[src/rtl/seq_fsm_tbl_prog.sv]
// seq_fsm_tbl_prog -- programmable table-driven Mealy FSM.
//
// The transition/output table lives in registers and is loaded through a
// config write port, so one instance can run any Mealy machine with up to
// NSTATES states, IN_W input bits and OUT_W output bits.
//
// Ports
//   clk        clock
//   reset      synchronous, active-high reset
//   en         advance enable (also gates the Mealy output)
//   in_        FSM input
//   state      current state register
//   out        Mealy output, combinational from state/en/in_
//   cfg_we     table write strobe
//   cfg_state  entry row (source state)
//   cfg_in     entry column (input value)
//   cfg_next   next-state field to write
//   cfg_out    output field to write
//   cfg_err    sticky flag, set by a rejected config write, cleared by reset
//
// Build option
//   SEQ_FSM_TBL_PROG_DEFAULT_EN: reset loads a built-in 4-state table
//   instead of clearing the table (needs NSTATES >= 4).

module seq_fsm_tbl_prog #(
    parameter  int NSTATES = 4,
    parameter  int IN_W    = 1,
    parameter  int OUT_W   = 1,
    localparam int SW      = $clog2(NSTATES)
) (
    input  logic             clk,
    input  logic             reset,
    input  logic             en,
    input  logic [IN_W-1:0]  in_,
    output logic [SW-1:0]    state,
    output logic [OUT_W-1:0] out,
    input  logic             cfg_we,
    input  logic [SW-1:0]    cfg_state,
    input  logic [IN_W-1:0]  cfg_in,
    input  logic [SW-1:0]    cfg_next,
    input  logic [OUT_W-1:0] cfg_out,
    output logic             cfg_err
);

    localparam int NROWS = 1 << SW;
    localparam int NCOLS = 1 << IN_W;

    typedef struct packed {
        logic [SW-1:0]    nxt;
        logic [OUT_W-1:0] o;
    } entry_t;

`ifdef SEQ_FSM_TBL_PROG_DEFAULT_EN
    if (NSTATES < 4) begin : g_nstates_chk
        $error("seq_fsm_tbl_prog: default table needs NSTATES >= 4");
    end
`endif

    // The table is padded out to 2^SW rows. Rows >= NSTATES are cleared on
    // reset and can never be written (such writes are rejected), so an
    // out-of-range state reads {0,0} and falls back to state 0 without an
    // explicit range compare on the lookup path.
    entry_t          r_tbl [NROWS][NCOLS];
    logic [SW-1:0]   r_state;
    logic            r_cfg_err;

    entry_t          w_lkp;
    logic [SW-1:0]   w_nxt_state;
    logic [OUT_W-1:0] w_out;
    logic            w_wr_ok;

    // Zero-extend before comparing so the check stays meaningful when
    // NSTATES is a power of two.
    assign w_wr_ok = ({1'b0, cfg_state} < (SW+1)'(NSTATES)) &&
                     ({1'b0, cfg_next}  < (SW+1)'(NSTATES));

    assign w_lkp = r_tbl[r_state][in_];

    always_comb begin
        w_nxt_state = r_state;
        w_out       = '0;
        if (en) begin
            w_nxt_state = w_lkp.nxt;
            w_out       = w_lkp.o;
        end
    end

    always_ff @(posedge clk) begin
        if (reset) begin
            r_state   <= '0;
            r_cfg_err <= 1'b0;
            for (int s = 0; s < NROWS; s++)
                for (int i = 0; i < NCOLS; i++)
                    r_tbl[s][i] <= '0;
`ifdef SEQ_FSM_TBL_PROG_DEFAULT_EN
            r_tbl[0][0] <= '{nxt: SW'(0), o: OUT_W'(0)};
            r_tbl[0][1] <= '{nxt: SW'(1), o: OUT_W'(1)};
            r_tbl[1][0] <= '{nxt: SW'(2), o: OUT_W'(1)};
            r_tbl[1][1] <= '{nxt: SW'(1), o: OUT_W'(0)};
            r_tbl[2][0] <= '{nxt: SW'(0), o: OUT_W'(0)};
            r_tbl[2][1] <= '{nxt: SW'(3), o: OUT_W'(1)};
            r_tbl[3][0] <= '{nxt: SW'(2), o: OUT_W'(0)};
            r_tbl[3][1] <= '{nxt: SW'(1), o: OUT_W'(0)};
`endif
        end else begin
            r_state <= w_nxt_state;
            // Non-blocking update: a lookup of the same entry on this edge
            // still sees the old contents (read-before-write).
            if (cfg_we) begin
                if (w_wr_ok)
                    r_tbl[cfg_state][cfg_in] <= '{nxt: cfg_next, o: cfg_out};
                else
                    r_cfg_err <= 1'b1;
            end
        end
    end

    assign state   = r_state;
    assign out     = w_out;
    assign cfg_err = r_cfg_err;

endmodule
[config.mk]
export PLATFORM = sky130hd
export DESIGN_NAME = seq_fsm_tbl_prog
export DESIGN_NICKNAME = d
export VERILOG_FILES = /design/src/rtl/seq_fsm_tbl_prog.sv
export SDC_FILE = /design/constraint.sdc
export NUM_CORES = 1
export LEC_CHECK = 0
export CORE_AREA = 2 2 64 48
export DETAILED_ROUTE_END_ITERATION = 8
export DIE_AREA = 0 0 66 50
export PLACE_DENSITY_LB_ADDON = 0.05
export SETUP_SLACK_MARGIN = 0.1
export SLEW_MARGIN = 20
export SYNTH_ARGS = -nofsm -noshare
export SYNTH_HDL_FRONTEND = slang
export SYNTH_SLANG_ARGS = --single-unit
[constraint.sdc]
create_clock -name clk -period 1.55 [get_ports clk]
set_input_delay 0.155 -clock clk [delete_from_list [all_inputs] [get_ports clk]]
set_output_delay 0.155 -clock clk [all_outputs]
set_load 0.005 [all_outputs]
## Yosys cells after proc, flatten, opt, wreduce, memory -nomap -nowiden

Memories as Yosys holds them, arrays and structs flattened. A register that Yosys moved wholly into a read port is not among the register bits.
Index checks and enable logic that the tools add are counted.

| operators by class | value |
|---|---|
| multiplexer cells | 16 |
| order comparisons | 3 |
| bitwise operators | 2 |
| reductions and logical operators | 2 |

Operators by type and width:

| operator | number |
|---|---|
| two-way mux 6 bit | 3 |
| two-way mux 3 bit | 4 |
| two-way mux 2 bit | 3 |
| OR reduction 6 bit | 1 |
| two-way mux 1 bit | 5 |
| greater-or-equal comparator 2 bit (second input constant) | 2 |
| NOT 1 -> 2 bit | 2 |
| demux 3 bit (select 1 bit) | 1 |
| less-than comparator 2 x 1 -> 1 bit (second input constant) | 1 |
| logical AND 1 bit | 1 |

| word-level totals | value |
|---|---|
| bits in registers | 2 |
| memories kept | 1 |
| memory bits (writable) | 24 |
| output and inout port bits | 4 |
| logic and storage cells | 25 |
| input bits | 11 |

Memories:

| name | words | width | rd ports | clocked after Yosys merged registers in | wr ports | line | source |
|---|---|---|---|---|---|---|---|
| r_tbl | 4 | 6 | 1 | 1 | 4 | 63 | `entry_t r_tbl [NROWS][NCOLS];` |

## Logic depth before layout (Yosys ltp)

| logic depth | value |
|---|---|
| word-level depth | 8 |
| mapped depth | 4 |
| mapped depth without buffers | 3 |

## Least setup slack after synthesis

Ideal clock, no wire load.

| path | value |
|---|---|
| path kind | register to register |
| start | register (tool-made name) |
| end | register (tool-made name) |
| path buffers | 1 |
| path slack | 224 ps |
| arrival | 1,229 ps |
| cell stages (with the launch flop) | 5 |
| setup time | 97 ps |
| period minus slack after synthesis | 1,326 ps |
| data required time | 1,453 ps |
| path through | dfxtp_1 > buf_6 > mux2i_1 > mux4_2 > a211oi_1 |

==> run_summary.xml <==
<?xml version="1.0" encoding="UTF-8"?>
<metrics>
  <group name="placed_design">
    <metric name="io_buffer_count" unit="">13</metric>
    <metric name="placedCellCount" unit="">152</metric>
    <metric name="place_hpwl" unit="um">1730</metric>
    <metric name="place.gp.congestion" unit="">0.800</metric>
  </group>
  <group name="power">
    <metric name="share_comb_of_total_power" unit="">0.133</metric>
    <metric name="power_density" unit="mW/mm^2">910</metric>
    <metric name="seq_power_share" unit="">0.602</metric>
    <metric name="peakVddDrop" unit="mV">0.602</metric>
    <metric name="power.static_leakage" unit="nW">0.601</metric>
    <metric name="clock_network_power_share" unit="">0.266</metric>
    <metric name="intPower" unit="mW">1.17</metric>
    <metric name="swShare" unit="">0.212</metric>
    <metric name="p_switching" unit="mW">0.314</metric>
  </group>
  <group name="yosys">
    <metric name="avg_synthesized_cell_area" unit="um^2">13.7</metric>
    <metric name="largest_family_of_logic_cells_by_synthesized_area" unit="">simple AND/OR/NAND/NOR gates</metric>
    <metric name="yosys-mux-area-fraction" unit="">0.138</metric>
    <metric name="postSynthRegisterBits" unit="">28</metric>
    <metric name="library_cells_used_by_synthesis" unit="">18</metric>
    <metric name="sequential_element_share_of_the_synthesized_area" unit="">0.615</metric>
    <metric name="synth_compound_area_frac" unit="">0.0115</metric>
    <metric name="syn-instance-count" unit="">95</metric>
    <metric name="synth-adder-area-share" unit="">0</metric>
    <metric name="largest_cells_by_area_after_synthesis" unit="">sky130_fd_sc_hd__edfxtp_1, sky130_fd_sc_hd__and2_1, sky130_fd_sc_hd__mux2i_1</metric>
    <metric name="post_synth_and_or_nand_nor_area_fraction" unit="">0.214</metric>
    <metric name="syn_nets" unit="">106</metric>
    <metric name="netlist.area_leader.share" unit="">0.554</metric>
    <metric name="warning_count_from_the_yosys_run" unit="">0</metric>
    <metric name="synth_xor_xnor_area_share" unit="">0</metric>
    <metric name="synth_top_area_cell" unit="">sky130_fd_sc_hd__edfxtp_1</metric>
    <metric name="syn_area" unit="mm^2">0.00130</metric>
  </group>
  <group name="timing">
    <metric name="layout_min_cycle_time" unit="ns">1.64</metric>
    <metric name="final.setup_skew" unit="ns">0.00248</metric>
    <metric name="fin_crit_sh" unit="">1.06</metric>
    <metric name="fmaxAchievable" unit="MHz">612</metric>
    <metric name="finalHoldViolations" unit="">0</metric>
    <metric name="timing.final.max_slew_violations" unit="">0</metric>
    <metric name="final-setup-viol-count" unit="">3</metric>
    <metric name="timing.final.ws_setup" unit="ns">-0.0853</metric>
    <metric name="rsz0062_at_grt" unit="">yes</metric>
  </group>
  <group name="setup_path">
    <metric name="endpoint_kind" unit="">output pin</metric>
    <metric name="crit_path_launch_type" unit="">register</metric>
    <metric name="setup.worst_path.class" unit="">reg2out</metric>
    <metric name="timing.critical_path.cells" unit="">mux4_2, mux2i_1, nor2b_1, buf_2</metric>
    <metric name="slowest_delay" unit="ns">0.50</metric>
    <metric name="slowest_stage" unit="">sky130_fd_sc_hd__mux4_2</metric>
    <metric name="critical_path_required" unit="ns">1.39</metric>
    <metric name="critPathArrivalTime" unit="ns">1.48</metric>
    <metric name="critical_path_peak_fanout" unit="">4</metric>
  </group>
  <group name="routing">
    <metric name="routed-via-count" unit="">778</metric>
    <metric name="drt_initial_violations" unit="">64</metric>
    <metric name="firstDrtPassIters" unit="">4</metric>
    <metric name="route.detailed.drc" unit="">0</metric>
    <metric name="antenna_left" unit="">0</metric>
    <metric name="routedWlPerCell" unit="um">14.7</metric>
    <metric name="avgViaCountPerCell" unit="">4.92</metric>
    <metric name="postRouteWirelength" unit="um">2330</metric>
  </group>
  <group name="clock_tree">
    <metric name="ctsHtreeMaxLevel" unit="">1</metric>
    <metric name="cts_sinks" unit="">28</metric>
    <metric name="clock_path_buffers" unit="">2</metric>
    <metric name="clock_latency" unit="ns">0.27</metric>
    <metric name="clk_root_buffer_cell" unit="">sky130_fd_sc_hd__clkbuf_8</metric>
    <metric name="cts_tree" unit="">yes</metric>
    <metric name="cts_made_buffers" unit="">3</metric>
    <metric name="worst_setup_hold_path_clk_slew" unit="ns">0.09</metric>
    <metric name="postCtsHoldBufs" unit="">0</metric>
  </group>
  <group name="global_routing">
    <metric name="grt.met3_usage" unit="">0.0411</metric>
    <metric name="initial_antenna_violation_count" unit="">0</metric>
    <metric name="grt_usage" unit="">0.168</metric>
    <metric name="global_route.usage.met1" unit="">0.240</metric>
    <metric name="groute.layer.met2.usage" unit="">0.254</metric>
    <metric name="grt_pass1_wl" unit="um">3880</metric>
    <metric name="grt_start_max_net_pins" unit="">16</metric>
    <metric name="busiest_layer" unit="">met2</metric>
    <metric name="first_global_vias" unit="">792</metric>
    <metric name="globalRouteOverflowTotal" unit="">0</metric>
  </group>
  <group name="finish">
    <metric name="stdcell_count" unit="">158</metric>
    <metric name="final_nets" unit="">134</metric>
    <metric name="antenna_cells_inserted" unit="">0</metric>
    <metric name="drive_above_1_share" unit="">0.295</metric>
    <metric name="utilization" unit="">0.607</metric>
    <metric name="nFillCells" unit="">223</metric>
    <metric name="areaGrowthSynthToFinish" unit="%">25.1</metric>
  </group>
  <group name="die">
    <metric name="io_pins" unit="">15</metric>
    <metric name="placementRows" unit="">16</metric>
    <metric name="fp.dieW" unit="um">66</metric>
    <metric name="dieArea" unit="mm^2">0.00330</metric>
    <metric name="floorplan.initialDensity" unit="">0.485</metric>
    <metric name="core_region_area" unit="mm^2">0.00268</metric>
    <metric name="chip_height" unit="um">50</metric>
  </group>
  <group name="job">
    <metric name="drv_cap" unit="">0</metric>
  </group>
  <group name="status">
    <metric name="outcome" unit="">finished, violations left</metric>
    <metric name="violations_in_the_final_reports" unit="">setup timing</metric>
  </group>
  <group name="min_path">
    <metric name="min_path_type" unit="">reg2reg</metric>
  </group>
</metrics>
-- final cells by class --
| type | instances | area (um^2) | share of cell area |
|---|---|---|---|
| flip-flops and latches | 28 | 805 | 0.494 |
| clock buffers | 4 | 45.0 | 0.0277 |
| well taps | 36 | 45.0 | 0.0277 |
| repair buffers | 26 | 230 | 0.141 |
| multi-input cells | 64 | 503 | 0.309 |
-- synthesized netlist by cell type (all sizes together) --
cell type / n
nand2b: 2
dfxtp: 4
mux2i: 9
nor2: 8
and2: 24
a211oi: 2
nor2b: 1
nand3b: 1
mux4: 4
buf: 2
edfxtp: 24
or3b: 1
nor3: 2
or2: 8
clkbuf: 1
nand2: 1
conb: 1
-- power groups by stage --
stage / Sequential [mW] / Clock [mW] / Combinational (mW)
after detailed placement: 0.909 / 0 / 0.185
after CTS: 0.891 / 0.403 / 0.190
after global placement: 0.909 / 0 / 0.183
after global routing: 0.897 / 0.432 / 0.214
final: 0.891 / 0.394 / 0.197
after floorplan: 0.896 / 0 / 0.106
-- per-layer routing --
layer,vias to the layer above,part of all wire
met5,-,0
met3,2,0.044
li1,388,-
met4,0,0.012
met1,369,0.51
met2,19,0.43
-- worst paths after layout --
check | startpoint | end | slack, ns | cells past startpoint
max | register | out | -0.09 | 4
min | state[0] | register | 0.53 | 2
max reg2reg | register | register | -0.02 | 5
min reg2reg | state[0] | register | 0.53 | 2
-- per-stage QoR --
step           setup slack (ns)  hold slack, ns  power (mW)  area, um^2  TNS (ns)
6_report                -0.0853           0.533        1.48        1630    -0.110
5_1_grt                  -0.169           0.577        1.54        1630    -0.372
4_1_cts                  -0.108           0.519        1.48        1610    -0.108
3_5_place_dp             -0.320           0.487        1.09        1540     -6.68
3_3_place_gp             -0.265           0.486        1.09        1540     -5.81
2_1_floorplan             0.224           0.263        1.00        1300         0
-- cells by family after synthesis --
group | count (synthesis)
AO/OA/AOI/OAI | 2
buffers and inverters | 3
flip-flops | 28
multiplexers | 13
other | 1
AND/OR/NAND/NOR | 48
-- timing repair --
action                                  CTS  global route
endpoints found under the hold margin     0             0
buffers inserted                          1             1
resized for setup                         9             4
pin swaps                                 3             1
endpoints found under the setup margin   17            11
-- cells in the final DEF (no fill, tap or decap), drive strengths merged, types with 4 or more instances in the layout --
cell type	count
clkbuf	4
nor2	8
mux4	4
buf	14
and2	24
edfxtp	24
dfxtp	4
clkdlybuf4s50	12
or2	8
mux2i	9
-- registers in the layout, summed over array words and instances, names as in the netlist, named ones only --
signal	cells
r_tbl	24
state	2
-- critical path: cells and delay by family (launching register included) --
kind	cells	cell delay, ns
DFF	1	0.38
muxes	2	0.65
buffers and inverters	1	0.12
and+or+nand+nor	1	0.06
(Power assumes the default switching activity.)
